`config.mk`:
```
export PLATFORM = sky130hd
export DESIGN_NAME = paddsb_serial
export DESIGN_NICKNAME = d
export VERILOG_FILES = /design/src/rtl/paddsb_serial.sv
export SDC_FILE = /design/constraint.sdc
export NUM_CORES = 1
export LEC_CHECK = 0
export BUFFER_PORTS_ARGS = -buffer_cell sky130_fd_sc_hd__buf_2
export CAP_MARGIN = 20
export CORE_UTILIZATION = 25
export DETAILED_ROUTE_END_ITERATION = 10
export GPL_TIMING_DRIVEN = 1
export PLACE_DENSITY = 0.47
export SETUP_SLACK_MARGIN = 0.4
export SYNTH_ARGS = -nofsm -noshare
export SYNTH_HDL_FRONTEND = slang
export SYNTH_SLANG_ARGS = --single-unit
```
`constraint.sdc`:
```
create_clock -name clk -period 1.8 [get_ports clk]
set_clock_uncertainty 0.1 [all_clocks]
set_input_delay 0.36 -clock clk [delete_from_list [all_inputs] [get_ports clk]]
set_output_delay 0.36 -clock clk [all_outputs]
set_load 0.02 [all_outputs]
```
`src/rtl/paddsb_serial.sv`:
```
`default_nettype none
// ============================================================================
// Module   : paddsb_serial
// Function : Nibble-serial PADDSB. Two 16-bit operands are processed as four
//            signed 4-bit lanes, one lane per cycle, through one 4-bit
//            carry-lookahead add slice. A one-cycle done pulse presents the
//            packed result and the per-lane overflow flags.
// Config   : PADDSB_SAT_EN -- defined: overflowing lanes saturate to
//            4'h7 / 4'h8. Undefined: lanes wrap modulo 16. The flags,
//            FSM and timing are the same in both builds.
// Revision : 1.0 - initial release
// ============================================================================
module paddsb_serial (
  input  logic        clk,
  input  logic        rst,
  input  logic        start,
  input  logic [15:0] a,
  input  logic [15:0] b,
  output logic        busy,
  output logic        done,
  output logic [15:0] result,
  output logic [3:0]  sat_flags
);

  typedef enum logic [1:0] {
    IDLE = 2'd0,
    RUN  = 2'd1,
    DONE = 2'd2
  } state_t;

  state_t      state_q, state_d;
  logic [1:0]  cnt_q, cnt_d;
  logic [15:0] a_sh_q, a_sh_d;
  logic [15:0] b_sh_q, b_sh_d;
  logic [15:0] acc_q, acc_d;
  logic [3:0]  wflags_q, wflags_d;
  logic [15:0] result_q, result_d;
  logic [3:0]  sat_flags_q, sat_flags_d;
  logic        busy_q, busy_d;
  logic        done_q, done_d;

  logic [3:0]  w_a_lane, w_b_lane;
  logic [3:0]  w_g, w_p;
  logic [3:0]  w_c;
  logic [3:0]  w_sum;
  logic        w_ovfl;
  logic [3:0]  w_lane_val;

  // 4-bit carry-lookahead slice on the low nibble of the operand shifters,
  // with the signed overflow detect and the lane correction on its output.
  always_comb begin
    w_a_lane = a_sh_q[3:0];
    w_b_lane = b_sh_q[3:0];
    w_g      = w_a_lane & w_b_lane;
    w_p      = w_a_lane ^ w_b_lane;
    w_c[0]   = 1'b0;
    w_c[1]   = w_g[0];
    w_c[2]   = w_g[1] | (w_p[1] & w_g[0]);
    w_c[3]   = w_g[2] | (w_p[2] & w_g[1]) | (w_p[2] & w_p[1] & w_g[0]);
    w_sum    = w_p ^ w_c;
    w_ovfl   = (w_a_lane[3] == w_b_lane[3]) && (w_sum[3] != w_a_lane[3]);
`ifdef PADDSB_SAT_EN
    if (w_ovfl) begin
      w_lane_val = w_a_lane[3] ? 4'h8 : 4'h7;
    end else begin
      w_lane_val = w_sum;
    end
`else
    w_lane_val = w_sum;
`endif
  end

  // Next-state and datapath update: accept, shift one lane per RUN cycle,
  // publish the accumulated word on the edge that enters DONE.
  always_comb begin
    state_d     = state_q;
    cnt_d       = cnt_q;
    a_sh_d      = a_sh_q;
    b_sh_d      = b_sh_q;
    acc_d       = acc_q;
    wflags_d    = wflags_q;
    result_d    = result_q;
    sat_flags_d = sat_flags_q;
    done_d      = 1'b0;

    case (state_q)
      RUN: begin
        a_sh_d   = {4'h0, a_sh_q[15:4]};
        b_sh_d   = {4'h0, b_sh_q[15:4]};
        acc_d    = {w_lane_val, acc_q[15:4]};
        wflags_d = {w_ovfl, wflags_q[3:1]};
        cnt_d    = cnt_q + 2'd1;
        if (cnt_q == 2'd3) begin
          state_d     = DONE;
          result_d    = {w_lane_val, acc_q[15:4]};
          sat_flags_d = {w_ovfl, wflags_q[3:1]};
          done_d      = 1'b1;
        end
      end
      IDLE, DONE: begin
        if (start) begin
          state_d  = RUN;
          a_sh_d   = a;
          b_sh_d   = b;
          cnt_d    = 2'd0;
          acc_d    = 16'h0000;
          wflags_d = 4'b0000;
        end else begin
          state_d = IDLE;
        end
      end
      default: state_d = IDLE;
    endcase

    busy_d = (state_d == RUN);
  end

  // State and output registers; reset wins over any pending start.
  always_ff @(posedge clk) begin
    if (rst) begin
      state_q     <= IDLE;
      cnt_q       <= 2'd0;
      a_sh_q      <= 16'h0000;
      b_sh_q      <= 16'h0000;
      acc_q       <= 16'h0000;
      wflags_q    <= 4'b0000;
      result_q    <= 16'h0000;
      sat_flags_q <= 4'b0000;
      busy_q      <= 1'b0;
      done_q      <= 1'b0;
    end else begin
      state_q     <= state_d;
      cnt_q       <= cnt_d;
      a_sh_q      <= a_sh_d;
      b_sh_q      <= b_sh_d;
      acc_q       <= acc_d;
      wflags_q    <= wflags_d;
      result_q    <= result_d;
      sat_flags_q <= sat_flags_d;
      busy_q      <= busy_d;
      done_q      <= done_d;
    end
  end

  assign busy      = busy_q;
  assign done      = done_q;
  assign result    = result_q;
  assign sat_flags = sat_flags_q;

endmodule
`default_nettype wire

```
# Word level (Yosys, flattened, before mapping)
# Cells that the tools add are included.
# W data, S select, Z words.
dict set report totals {
  regBits 78
  out_inout_bits 22
}
dict set report classes {
  n_reduce_logical 7
  eq_ne 7
  n_bitwise 11
  addsub 1
  mux 14
}
# operator count
set op_table {}
lappend op_table {{$pmux W16 S2} 3}
lappend op_table {{$mux W16} 3}
lappend op_table {{$pmux W2 S2} 2}
lappend op_table {{$pmux W4 S2} 1}
lappend op_table {{$xor A4 B4 Y4} 2}
lappend op_table {{$and A1 B1 Y1} 4}
lappend op_table {{$eq A2 B1 Y1 const B} 2}
lappend op_table {{$eq A2 B2 Y1 const B} 2}
lappend op_table {{$mux W2} 2}
lappend op_table {{$mux W4} 1}
lappend op_table {{$reduce_and A2 Y1} 2}
lappend op_table {{$reduce_or A2 Y1} 2}
lappend op_table {{$and A3 B3 Y3} 1}
lappend op_table {{$or A1 B1 Y1} 3}
lappend op_table {{$add A2 B1 Y2 const B} 1}
lappend op_table {{$logic_not A2 Y1} 1}
lappend op_table {{$mux W1} 2}
lappend op_table {{$ne A2 B2 Y1 const B} 1}
lappend op_table {{$reduce_bool A2 Y1} 1}
lappend op_table {{$eq A1 B1 Y1} 1}
lappend op_table {{$logic_and A1 B1 Y1} 1}
lappend op_table {{$ne A1 B1 Y1} 1}
lappend op_table {{$not A1 Y1} 1}

# Depth between registers and ports, before layout
# Gate-level depths: netlist (run 1).
dict set report depth {
  word_depth 8
  ltp_mapped 6
  depth_no_buf 5
}

# Worst setup path before layout (run 1)
# Ideal clock, no wire load.
dict set report synth_path {
  kind {register -> register}
  start {reg a_sh_q[2]}
  end {reg result_q[15] (netlist: result[15])}
  path_buffers 1
  stages_incl_launch_ff 6
  arrival_time_ns 1.482
  t_required_ns 1.609
  synth_period_minus_slack_ns 1.673
  setup_slack_ns 0.127
  setup_ns 0.091
  cell_sequence {dfxtp_1 -> ha_1 -> and3_1 -> clkbuf_1 -> or3_1 -> a311oi_1}
}
dict set report synth_between {
  elab_chain_cells 5
  word_cells_on_any_way 8
  classes_between {bitwise: 8}
}
# element line
set synth_lines {}
lappend synth_lines {{start: declaration} 33} ;# logic [15:0] a_sh_q, a_sh_d;
lappend synth_lines {{start signal: assignment} 134} ;# a_sh_q <= a_sh_d;
lappend synth_lines {{$xor A4 B4 Y4} 55} ;# w_p = w_a_lane ^ w_b_lane;
lappend synth_lines {{$and A1 B1 Y1} 59} ;# w_c[3] = w_g[2] | (w_p[2] & w_g[1]) | (w_p[2] & w_p[1] & w_g[0]);
lappend synth_lines {{$or A1 B1 Y1 / $and A1 B1 Y1 (equally long branches)} 59}
lappend synth_lines {{$or A1 B1 Y1 *} 59}
lappend synth_lines {{$xor A4 B4 Y4 *} 60} ;# w_sum = w_p ^ w_c;
lappend synth_lines {{end signal: assignment} 138} ;# result_q <= result_d;
lappend synth_lines {{end: declaration} 37} ;# logic [15:0] result_q, result_d;
# Every way passes the cells marked *; elsewhere a longest branch is shown, timed or not.
# A chain may end at the register's enable or synchronous reset.

# Worst setup path in the final report (run 1)
dict set report layout_path {
  start {reg b_sh_q[2]}
  end {reg result_q[15] (netlist: result[15])}
}
dict set report layout_between {
  elab_chain_cells 5
  word_cells_on_any_way 8
  classes_between {bitwise: 8}
}
# element line
set layout_lines {}
lappend layout_lines {{start: declaration} 34} ;# logic [15:0] b_sh_q, b_sh_d;
lappend layout_lines {{start signal: assignment} 135} ;# b_sh_q <= b_sh_d;
lappend layout_lines {{$xor A4 B4 Y4} 55}
lappend layout_lines {{$and A1 B1 Y1} 59}
lappend layout_lines {{$or A1 B1 Y1 / $and A1 B1 Y1 (equally long branches)} 59}
lappend layout_lines {{$or A1 B1 Y1 *} 59}
lappend layout_lines {{$xor A4 B4 Y4 *} 60}
# Marked as above.

==> metrics.md, run 1 <==
| Metric | Value |
|---|---|
| Status | `finished, violations left` |
| Failing checks | `design-rule violations` |
| Max-cap viol count | `0` |
| Syn nets | `380` |
| Fmax | `0.639 GHz` |
| Syn Area/Cell | `8.83 sq um` |
| Starting density of the core | `0.260` |
| Root Driver | `clkbuf_16` |
| Vias per inst | `4.82` |
| Setup TNS | `0 ps` |
| RSZ-0062 raised after global routing | `yes` |
| Router iterations before antenna repair | `9` |
| Register area share after synthesis | `0.487` |
| Arrival time at the worst endpoint | `1710 ps` |
| Post-synth top area share | `0.487` |
| Crit end category | `register` |
| Vias in the first global route | `2,659` |
| Max-slew violations | `0` |
| Number of port buffers | `56` |
| Total core area | `0.0116 sq mm` |
| Actual slew at the worst max-slew pin | `539 ps` |
| Switching share of total power | `0.250` |
| CTS Sinks | `73` |
| I/O pin count | `57` |
| Die H | `112 um` |
| Largest net degree at the start of global routing | `49` |
| Total global-route track usage | `0.141` |
| Initial DRC Count | `167` |
| Clk network pwr share | `0.431` |
| Layout area overhead | `42.8%` |
| Final Setup Violations | `0` |
| Gpl congestion | `0.728` |
| Startpoint Class | `register` |
| # rows | `39` |
| DR DRC count | `2` |
| DP Wirelength | `5080 um` |
| Drt total wl | `8430 um` |
| Worst Path Max Fanout | `7` |
| Register bit total from synthesis | `73` |
| Vias | `2,676` |
| Multi-input gate area | `0.00160 sq mm` |
| Cell Area, Synth | `0.00300 sq mm` |
| Cells after Synth | `340` |
| P_sw | `1090 uW` |
| DIE AREA | `0.0124 sq mm` |
| Worst-skew pair later-pin latency | `340 ps` |
| Final Util | `0.371` |
| Register share of total power | `0.410` |
| Layout cells sized above 1 | `0.337` |
| Hold crit path type | `in2reg` |
| Most frequent cells in the layout | `dfxtp_1, buf_2, nand2_1` |
| Biggest area consumer among synthesized cells | `dfxtp_1` |
| Pwr Density | `1020 mW/mm^2` |
| Comb pwr share | `0.158` |
| Critical Path RT | `1950 ps` |
| Htree depth | `3` |
| Peak VDD IR | `350 uV` |
| CTS tree | `built` |
| Worst relative slew slack | `0.641` |
| CTS clk-pin slew, worst paths | `50 ps` |
| Grt total ovfl | `0` |
| Commonest non-fill, non-tap cell in the layout | `dfxtp_1` |
| Seq. cell area | `0.00148 sq mm` |
| Tmin final | `1570 ps` |
| Area contributors post-synth | `dfxtp_1, mux2i_1, nand2_1` |
| Fin. Hold Viols | `0` |
| DR WL/cell | `15.2 um` |
| Global-route wire length before repair | `13,600 um` |
| Filler cells | `1,156` |
| Yosys cell types | `33` |
| Cell Int Power | `3260 uW` |
| Leak | `0.00164 uW` |
| Final #Nets | `447` |
| Crit share post-route | `0.870` |
| Ys Warns | `0` |
| Longest Clk Path Bufs | `2` |
| Cts bufs inserted | `9` |
| WS Path Type | `reg2reg` |
| # hold bufs at CTS | `0` |
| Initial antenna violation count | `0` |
| N_diodes | `0` |
| Antenna viol nets, final | `0` |
| Die width | `112 um` |
[synthesized netlist by cell type, drive strengths merged]
cell type,count
and3b,1
a311oi,2
clkbuf,15
nor2b,1
xnor2,2
o21ai,2
and3,1
nand3b,1
inv,1
buf,17
nor2,8
o21a,1
nand2b,4
nor3,24
a211oi,25
mux2i,24
or3,2
nor3b,1
dfxtp,73
nand2,57
nand3,24
a21oi,40
o311ai,1
or3b,1
o211ai,2
nand4b,1
or4,2
a21o,1
fa,1
and2b,1
ha,4
[timing repair]
item	4_1_cts	5_1_grt
gates resized for setup	22	38
pin swaps	18	20
endpoints found under the setup margin	71	61
buffers inserted	9	5
hold endpoints to repair	0	0
gates cloned	6	0
[power groups by stage]
stage	logic [uW]	clock network, uW	registers [uW]
after floorplan	329	0	1790
after global placement	465	0	1800
after detailed placement	473	0	1800
after CTS	613	1920	1770
after global routing	746	2000	1800
final	690	1880	1790
[area by class of cell]
| class | instances | share of cell area |
|---|---|---|
| well taps | 143 | 0.0417 |
| inverters | 1 | 0.000876 |
| flip-flops and latches | 73 | 0.345 |
| repair buffers | 87 | 0.166 |
| clock inverters | 6 | 0.0193 |
| multi-input cells | 235 | 0.374 |
| clock buffers | 10 | 0.0534 |
[worst paths after layout]
| kind | from | endpoint | slack (ps) | depth (start not counted) |
|---|---|---|---|---|
| setup / recovery | b_sh_q[2] | result[15] | 230 | 4 |
| hold / removal | a[13] | a_sh_q[13] | 170 | 3 |
| setup reg to reg | b_sh_q[2] | result[15] | 230 | 4 |
| hold reg to reg | result[11] | result[11] | 350 | 2 |
[metal layers]
metal,track usage,up-vias,part of all wire
met4,0.0649,0,0.023
met1,0.177,1268,0.48
met2,0.227,50,0.47
li1,-,1345,-
met3,0.0376,13,0.035
met5,0,-,0
[cell families (layout without fill, tap and decap cells)]
logic type,Yosys count,after routing,share of synthesized area
AOI/OAI and AO/OA,74,74,0.151
xor gates and xnor gates,2,2,0.00584
adders and majority gates,5,5,0.0233
buffers and inverters,33,104,0.0525
DFF,73,73,0.487
muxes,24,24,0.0800
and+or+nand+nor,129,130,0.200
[critical path: stages (launching register included)]
cell      delay [ps]
dfxtp_2          340
ha_4             250
a21o_4           220
or3_1            340
a311oi_1         240
[metrics by stage]
stage          setup slack, ps  std cells  cell area (sq um)  hold WS, ps  power (uW)
4_1_cts                    231        550               4060          163        4310
3_3_place_gp               173        519               3450          343        2270
6_report                   234        555               4290          167        4350
3_5_place_dp               141        519               3450          346        2280
5_1_grt                    166        555               4290          177        4540
2_1_floorplan              248        340               3020          332        2110
[flip-flops by register name (all words and copies together) (netlist names), 2 cells and up]
register,count
b_sh_q,16
cnt_q,2
acc_q,12
wflags_q,3
a_sh_q,16
sat_flags,4
state_q,2
result,16
No activity file was read; power rests on OpenSTA's default activity.
==> inputs of run 2 (changes only) <==
--- a/config.mk
+++ b/config.mk
@@ -5,11 +5,13 @@
 export SDC_FILE = /design/constraint.sdc
 export NUM_CORES = 1
 export LEC_CHECK = 0
+export ABC_AREA = 1
 export BUFFER_PORTS_ARGS = -buffer_cell sky130_fd_sc_hd__buf_2
 export CAP_MARGIN = 20
 export CORE_UTILIZATION = 25
 export DETAILED_ROUTE_END_ITERATION = 10
 export GPL_TIMING_DRIVEN = 1
+export HOLD_SLACK_MARGIN = 0.03
 export PLACE_DENSITY = 0.47
 export SETUP_SLACK_MARGIN = 0.4
 export SYNTH_ARGS = -nofsm -noshare
==> run 2 against run 1 <==
Net effect:
- the run still ends with design-rule violations left
- sequential cell count unchanged
- fmax rose by 12%
- global-route usage shrank 1.6 points
- sequential share of layout area rose by 4.0 points
- cell area fell by 11%
- critical path type unchanged
- largest cell class is now flip-flops and latches
- highest routed layer unchanged
==> metrics.md, run 2 <==
| Metric | Value |
|---|---|
| Root Driver | `clkbuf_16` |
| Ys Warns | `0 (unchanged)` |
| Area contributors post-synth | `dfxtp_1, nand2_1, a21oi_1` |
| Layout cells sized above 1 | `0.248 (-0.0897)` |
| Multi-input gate area | `0.00137 sq mm (-14%)` |
| Largest net degree at the start of global routing | `46 (-6.1%)` |
| RSZ-0062 raised after global routing | `yes` |
| Register bit total from synthesis | `73 (unchanged)` |
| Leak | `0.00174 uW (+6.1%)` |
| Crit end category | `register` |
| Die width | `111 um (-0.49%)` |
| Htree depth | `3 (unchanged)` |
| Seq. cell area | `0.00147 sq mm (-0.85%)` |
| Vias in the first global route | `2,426 (-8.8%)` |
| Filler cells | `1,239 (+7.2%)` |
| Gpl congestion | `0.677 (-7.0%)` |
| Busiest grt layer | `met2` |
| CTS Sinks | `73 (unchanged)` |
| Tmin final | `1400 ps (-167 ps)` |
| Starting density of the core | `0.258 (-0.00151)` |
| Number of port buffers | `56 (unchanged)` |
| Cells after Synth | `366 (+7.6%)` |
| Longest Clk Path Bufs | `2 (unchanged)` |
| Drt total wl | `7520 um (-11%)` |
| Startpoint Class | `register` |
| Top-count cell post-synth | `nand2_1` |
| Global-route wire length before repair | `12,000 um (-11%)` |
| Commonest non-fill, non-tap cell in the layout | `nand2_1` |
| Met3 Use GR | `0.0252 (-0.0124)` |
| Post-synth top area share | `0.492 (+0.00492)` |
| M1 GR Usage | `0.166 (-0.0107)` |
| Layout area overhead | `28.1%` |
| Biggest area consumer among synthesized cells | `dfxtp_1` |
| Actual slew at the worst max-slew pin | `493 ps (-46.3 ps)` |
| N_diodes | `0 (unchanged)` |
| Failing checks | `design-rule violations` |
| Yosys cell types | `24 (-27%)` |
| Routing usage on met2 | `0.191 (-0.0355)` |
| Cts bufs inserted | `9 (unchanged)` |
| Setup TNS | `0 ps (unchanged)` |
| Hold crit path type | `in2reg` |
| Vias per inst | `4.51 (-6.5%)` |
| Router iterations before antenna repair | `7 (-2)` |
| Most frequent cells in the layout | `nand2_1, dfxtp_1, buf_2` |
| DR DRC count | `6 (+4)` |
| # rows | `39 (unchanged)` |
| Status | `finished, violations left` |
| Arrival time at the worst endpoint | `1560 ps (-150 ps)` |
| Fmax | `0.715 GHz (+12%)` |
| Initial DRC Count | `125 (-25%)` |
| Pwr Density | `1060 mW/mm^2 (+4.9%)` |
| Worst-skew pair later-pin latency | `330 ps (about the same)` |
| Peak VDD IR | `374 uV (+6.8%)` |
| Total core area | `0.0115 sq mm (-0.42%)` |
| Syn nets | `406 (+6.8%)` |
| Worst Path Max Fanout | `2 (-5)` |
| Fin. Hold Viols | `0 (unchanged)` |
| WS Path Type | `reg2reg` |
| Vias | `2,556 (-4.5%)` |
| Async SR Flop Fraction | `0 (unchanged)` |
| CTS clk-pin slew, worst paths | `60 ps (about the same)` |
| Initial antenna violation count | `0 (unchanged)` |
| Register area share after synthesis | `0.492 (+0.00492)` |
| I/O pin count | `57 (unchanged)` |
| Max-cap viol count | `0 (unchanged)` |
| DP Wirelength | `4870 um (-4.1%)` |
| Antenna viol nets, final | `0 (unchanged)` |
| Cell Area, Synth | `0.00297 sq mm (-1.0%)` |
| Total global-route track usage | `0.125 (-0.0158)` |
| Syn Area/Cell | `8.12 sq um (-8.0%)` |
| Fin cells | `567 (+2.2%)` |
| Grt total ovfl | `0 (unchanged)` |
| Final Setup Violations | `0 (unchanged)` |
| CTS tree | `built` |
| DIE AREA | `0.0123 sq mm (-0.98%)` |
| Die H | `111 um (-0.49%)` |
| Worst relative slew slack | `0.671 (+0.0309)` |
| Post-synth EDFFs | `0 (unchanged)` |
| Final #Nets | `459 (+2.7%)` |
| DR WL/cell | `13.3 um (-13%)` |
| Final Util | `0.331 (-0.0402)` |
| Synth cell count leaders | `nand2_1, dfxtp_1, a21oi_1, nand3_1, o211a_1` |
| Ys flop type | `dfxtp_1` |
| Crit share post-route | `0.777 (-0.0927)` |
| Max-slew violations | `0 (unchanged)` |
| Critical Path RT | `1960 ps (about the same)` |
| Placed instance count | `549 (+5.8%)` |
==> run 2: cell types whose count changed after synthesis, sizes merged, moves of 4 or more <==
cell    before  now
nand2       57  138
mux2i       24    0
nor3        24    0
a211oi      25    2
o211a        0   22
nand3       24   37
inv          1   10
nor2         8    1
a21oi       40   46
clkbuf      15   11
nand2b       4    0
==> run 2: critical path, cell delays in order, from the launching register on <==
cell     delay (ps)
dfxtp_2         330
ha_4            160
fa_2            550
nand2_2          60
a21oi_1         110
==> run 2: cell type report <==
class / count / area share
well taps: 143 / 0.0470
multi-input cells: 256 / 0.360
clock buffers: 11 / 0.0638
flip-flops and latches: 73 / 0.386
clock inverters: 5 / 0.0145
inverters: 11 / 0.0161
repair buffers: 68 / 0.113
==> run 2: stage by stage <==
step	setup WS, ps	hold slack (ps)	total power [uW]	instance area (sq um)
floorplan	401	334	2100	2970
global placement	276	347	2240	3380
detailed placement	283	353	2240	3380
CTS	356	193	4050	3720
global route	340	197	4250	3810
finish	401	200	4050	3810
==> run 2: kinds of logic after synthesis <==
| logic type | Yosys count | share of synthesized area |
|---|---|---|
| xor gates and xnor gates | 1 | 0.00295 |
| adders and majority gates | 5 | 0.0236 |
| DFF | 73 | 0.492 |
| AOI/OAI and AO/OA | 74 | 0.168 |
| and+or+nand+nor | 176 | 0.248 |
| buffers and inverters | 37 | 0.0665 |
==> run 2: path summary, 6_finish.rpt <==
path                  start    endpoint  slack (ps)  depth (start not counted)
setup reg to reg  b_sh_q[0]  result[13]         400                          4
hold / removal        a[14]  a_sh_q[14]         200                          3
hold reg to reg    acc_q[5]   result[1]         360                          2
setup / recovery  b_sh_q[0]  result[13]         400                          4
==> run 2: timing repair <==
action,CTS,global route
gates resized for setup,10,12
setup buffers,0,0
setup endpoints to repair,31,46
hold buffers,0,0
cloned,0,2
pin swaps,4,1
==> run 2: power breakdown <==
group | internal [uW] | leakage (uW) | switching, uW
sequential | 1710 | 0.000598 | 58.6
combinational | 224 | 0.00100 | 286
clock | 1110 | 0.000142 | 671
total | 3040 | 0.00174 | 1020
==> run 2: per-layer routing <==
metal / vias to the layer above / wire length [um]
met3: 11 / 284
met2: 41 / 3280
met4: 0 / 155
li1: 1325 / -
met1: 1179 / 3800
met5: - / 0
==> inputs of run 3 (changes only) <==
==> constraint.sdc (replaced) <==
create_clock -name clk -period 1.3 [get_ports clk]
set_clock_uncertainty 0.1 [all_clocks]
set_input_delay 0.26 -clock clk [delete_from_list [all_inputs] [get_ports clk]]
set_output_delay 0.26 -clock clk [all_outputs]
set_load 0.02 [all_outputs]
==> run 3 against run 2 <==
Net effect:
- fmax up 0.62%
- combinational power up 130%
- critical path type unchanged
- largest power group unchanged
- cell count up 6.3%
- highest routed layer unchanged
- die area unchanged
- first-iteration DRC count down 0.80%
- critical endpoint is now result[14]
- the run ends with design-rule violations, negative setup slack left
==> metrics.md, run 3 (synthesized netlist as in run 2, its figures left out) <==
| Metric | Value |
|---|---|
| Failing checks | `design-rule violations, negative setup slack` |
| Startpoint Class | `register` |
| Layout cells sized above 1 | `0.541 (+0.294)` |
| Comb pwr share | `0.189 (+0.063)` |
| Critical Path RT | `1470 ps (-490 ps)` |
| Worst-skew pair later-pin latency | `330 ps (about the same)` |
| Pre-CTS setup slack | `-71.2 ps (-354 ps)` |
| Cell Int Power | `4580 uW (+51%)` |
| Commonest non-fill, non-tap cell in the layout | `nand2_1` |
| Cts bufs inserted | `9 (unchanged)` |
| Tmin final | `1390 ps (-8.66 ps)` |
| Fin cells | `603 (+6.3%)` |
| RSZ-0062 raised after global routing | `yes` |
| DR WL/cell | `15.1 um (+14%)` |
| Arrival time at the worst endpoint | `1560 ps (about the same)` |
| Most frequent cells in the layout | `nand2_1, dfxtp_1, buf_2` |
| CTS clk-pin slew, worst paths | `60 ps (about the same)` |
| Die H | `111 um (unchanged)` |
| Slowest-stage cell, CP | `fa_2` |
| Max-slew violations | `0 (unchanged)` |
| Vias per inst | `4.58 (+1.7%)` |
| Crit path capture | `result[14]` |
| Root Driver | `clkbuf_16` |
| Layout area overhead | `68.5%` |
| Hold crit path type | `in2reg` |
| Final WS setup | `-90.5 ps (-491 ps)` |
| Filler cells | `1,109 (-10%)` |
| Clk network pwr share | `0.414 (-0.024)` |
| Leak | `0.00220 uW (+27%)` |
| Initial DRC Count | `124 (-0.80%)` |
| Initial antenna violation count | `0 (unchanged)` |
| Die width | `111 um (unchanged)` |
| Peak VDD IR | `563 uV (+51%)` |
| Max-cap viol count | `0 (unchanged)` |
| Total global-route track usage | `0.153 (+0.0273)` |
| Drt total wl | `9090 um (+21%)` |
| Final Setup Violations | `26 (+26)` |
| Worst relative slew slack | `0.821 (+0.150)` |
| # hold bufs at CTS | `0 (unchanged)` |
| Vias in the first global route | `2,748 (+13%)` |
| Gpl congestion | `0.664 (-1.9%)` |
| Worst Path Buf+Inv | `0 (unchanged)` |
| WS Path Type | `reg2reg` |
| Actual slew at the worst max-slew pin | `269 ps (-224 ps)` |
| Antenna viol nets, final | `0 (unchanged)` |
| Starting density of the core | `0.258 (unchanged)` |
| Longest Clk Path Bufs | `2 (unchanged)` |
| Largest net degree at the start of global routing | `45 (-2.2%)` |
| CTS Sinks | `73 (unchanged)` |
| P_sw | `1610 uW (+58%)` |
| Router iterations before antenna repair | `7 (unchanged)` |
| Final Cell Area | `0.00501 sq mm (+32%)` |
| Switching share of total power | `0.260 (+0.00900)` |
| Register share of total power | `0.397 (-0.039)` |
| Placed Area | `0.00356 sq mm (+5.3%)` |
| Fin. Hold Viols | `0 (unchanged)` |
| Pwr Density | `1240 mW/mm^2 (+16%)` |
| Largest stage delay on the critical path | `370 ps (-180 ps)` |
| Htree depth | `3 (unchanged)` |
| Number of port buffers | `56 (unchanged)` |
| Worst Path Max Fanout | `2 (unchanged)` |
| CTS tree | `built` |
| Flop-to-flop setup slack | `-90 ps (-490 ps)` |
| Worst-path cell chain | `ha_4 -> fa_2 -> xor2_2 -> nand2_1 -> a21oi_2` |
| Placed instance count | `553 (+0.73%)` |
| R2R depth | `5 (+1)` |
| Total core area | `0.0115 sq mm (unchanged)` |
| Final #Nets | `495 (+7.8%)` |
| Vias | `2,764 (+8.1%)` |
| Global-route wire length before repair | `14,400 um (+20%)` |
| Crit path max-delay family | `adder cells` |
| Critical Path Source | `b_sh_q[0]` |
| Fin Hold WS | `94.7 ps (-106 ps)` |
| Setup TNS | `-1390 ps (-1390 ps)` |
| Grt total ovfl | `0 (unchanged)` |
| Fmax | `0.719 GHz (+0.62%)` |
| I/O pin count | `57 (unchanged)` |
| N_diodes | `0 (unchanged)` |
| Crit Reg-Reg Endpoint | `result[14]` |
| Status | `finished, violations left` |
| Worst path depth | `5 (+1)` |
| DP Wirelength | `4900 um (+0.64%)` |
| DIE AREA | `0.0123 sq mm (unchanged)` |
| DR DRC count | `6 (unchanged)` |
| # rows | `39 (unchanged)` |
| Crit share post-route | `1.07 (+0.292)` |
| RR Startpoint | `b_sh_q[0]` |
| Crit end category | `register` |
[run 3: power groups by stage]
stage / combinational (uW) / sequential, uW / clock (uW)
2_1_floorplan: 506 / 2470 / 0
3_3_place_gp: 689 / 2490 / 0
3_5_place_dp: 695 / 2490 / 0
4_1_cts: 1080 / 2450 / 2610
5_1_grt: 1270 / 2470 / 2720
6_report: 1170 / 2460 / 2560
[run 3: layout make-up]
cell class	count	area, sq um	share of cell area
inverters	11	85.1	0.0170
repair buffers	100	1110	0.221
well taps	143	179	0.0357
clock buffers	14	274	0.0547
clock inverters	2	35.0	0.00700
multi-input cells	257	1780	0.356
repair inverters	3	43.8	0.00875
flip-flops and latches	73	1500	0.300
[run 3: worst min path at each step]
stage               slack [ps]      from         end  cells past startpoint
floorplan                  330     b[12]  b_sh_q[12]                      2
global placement           350  acc_q[4]    acc_q[4]                      2
detailed placement         350  acc_q[4]    acc_q[4]                      2
CTS                         90     b[15]  b_sh_q[15]                      3
global route               110     b[15]  b_sh_q[15]                      3
finish                      90     a[14]  a_sh_q[14]                      3
[run 3: routing by layer]
metal,track usage,wire length [um],up-vias
li1,-,-,1403
met1,0.196,4170,1311
met2,0.247,4500,40
met3,0.0437,308,10
met4,0.0486,110,0
met5,0,0,-
[run 3: through the flow]
| step | util | power, uW |
|---|---|---|
| 2_1_floorplan | - | 2980 |
| 3_3_place_gp | 0.309 | 3180 |
| 3_5_place_dp | 0.309 | 3190 |
| 4_1_cts | 0.412 | 6150 |
| 5_1_grt | 0.435 | 6460 |
| 6_report | 0.435 | 6190 |
[run 3: what timing repair did]
action / in CTS / in global routing
gates cloned: 13 / 1
resized for setup: 157 / 46
setup endpoints to repair: 95 / 95
setup buffers: 12 / 8
pin swaps: 10 / 13
[run 3: worst min-delay path, delay by kind of cell]
family | cells | cell delay [ps]
simple gates | 1 | 70
compound gates | 1 | 60
buf+inv | 1 | 90
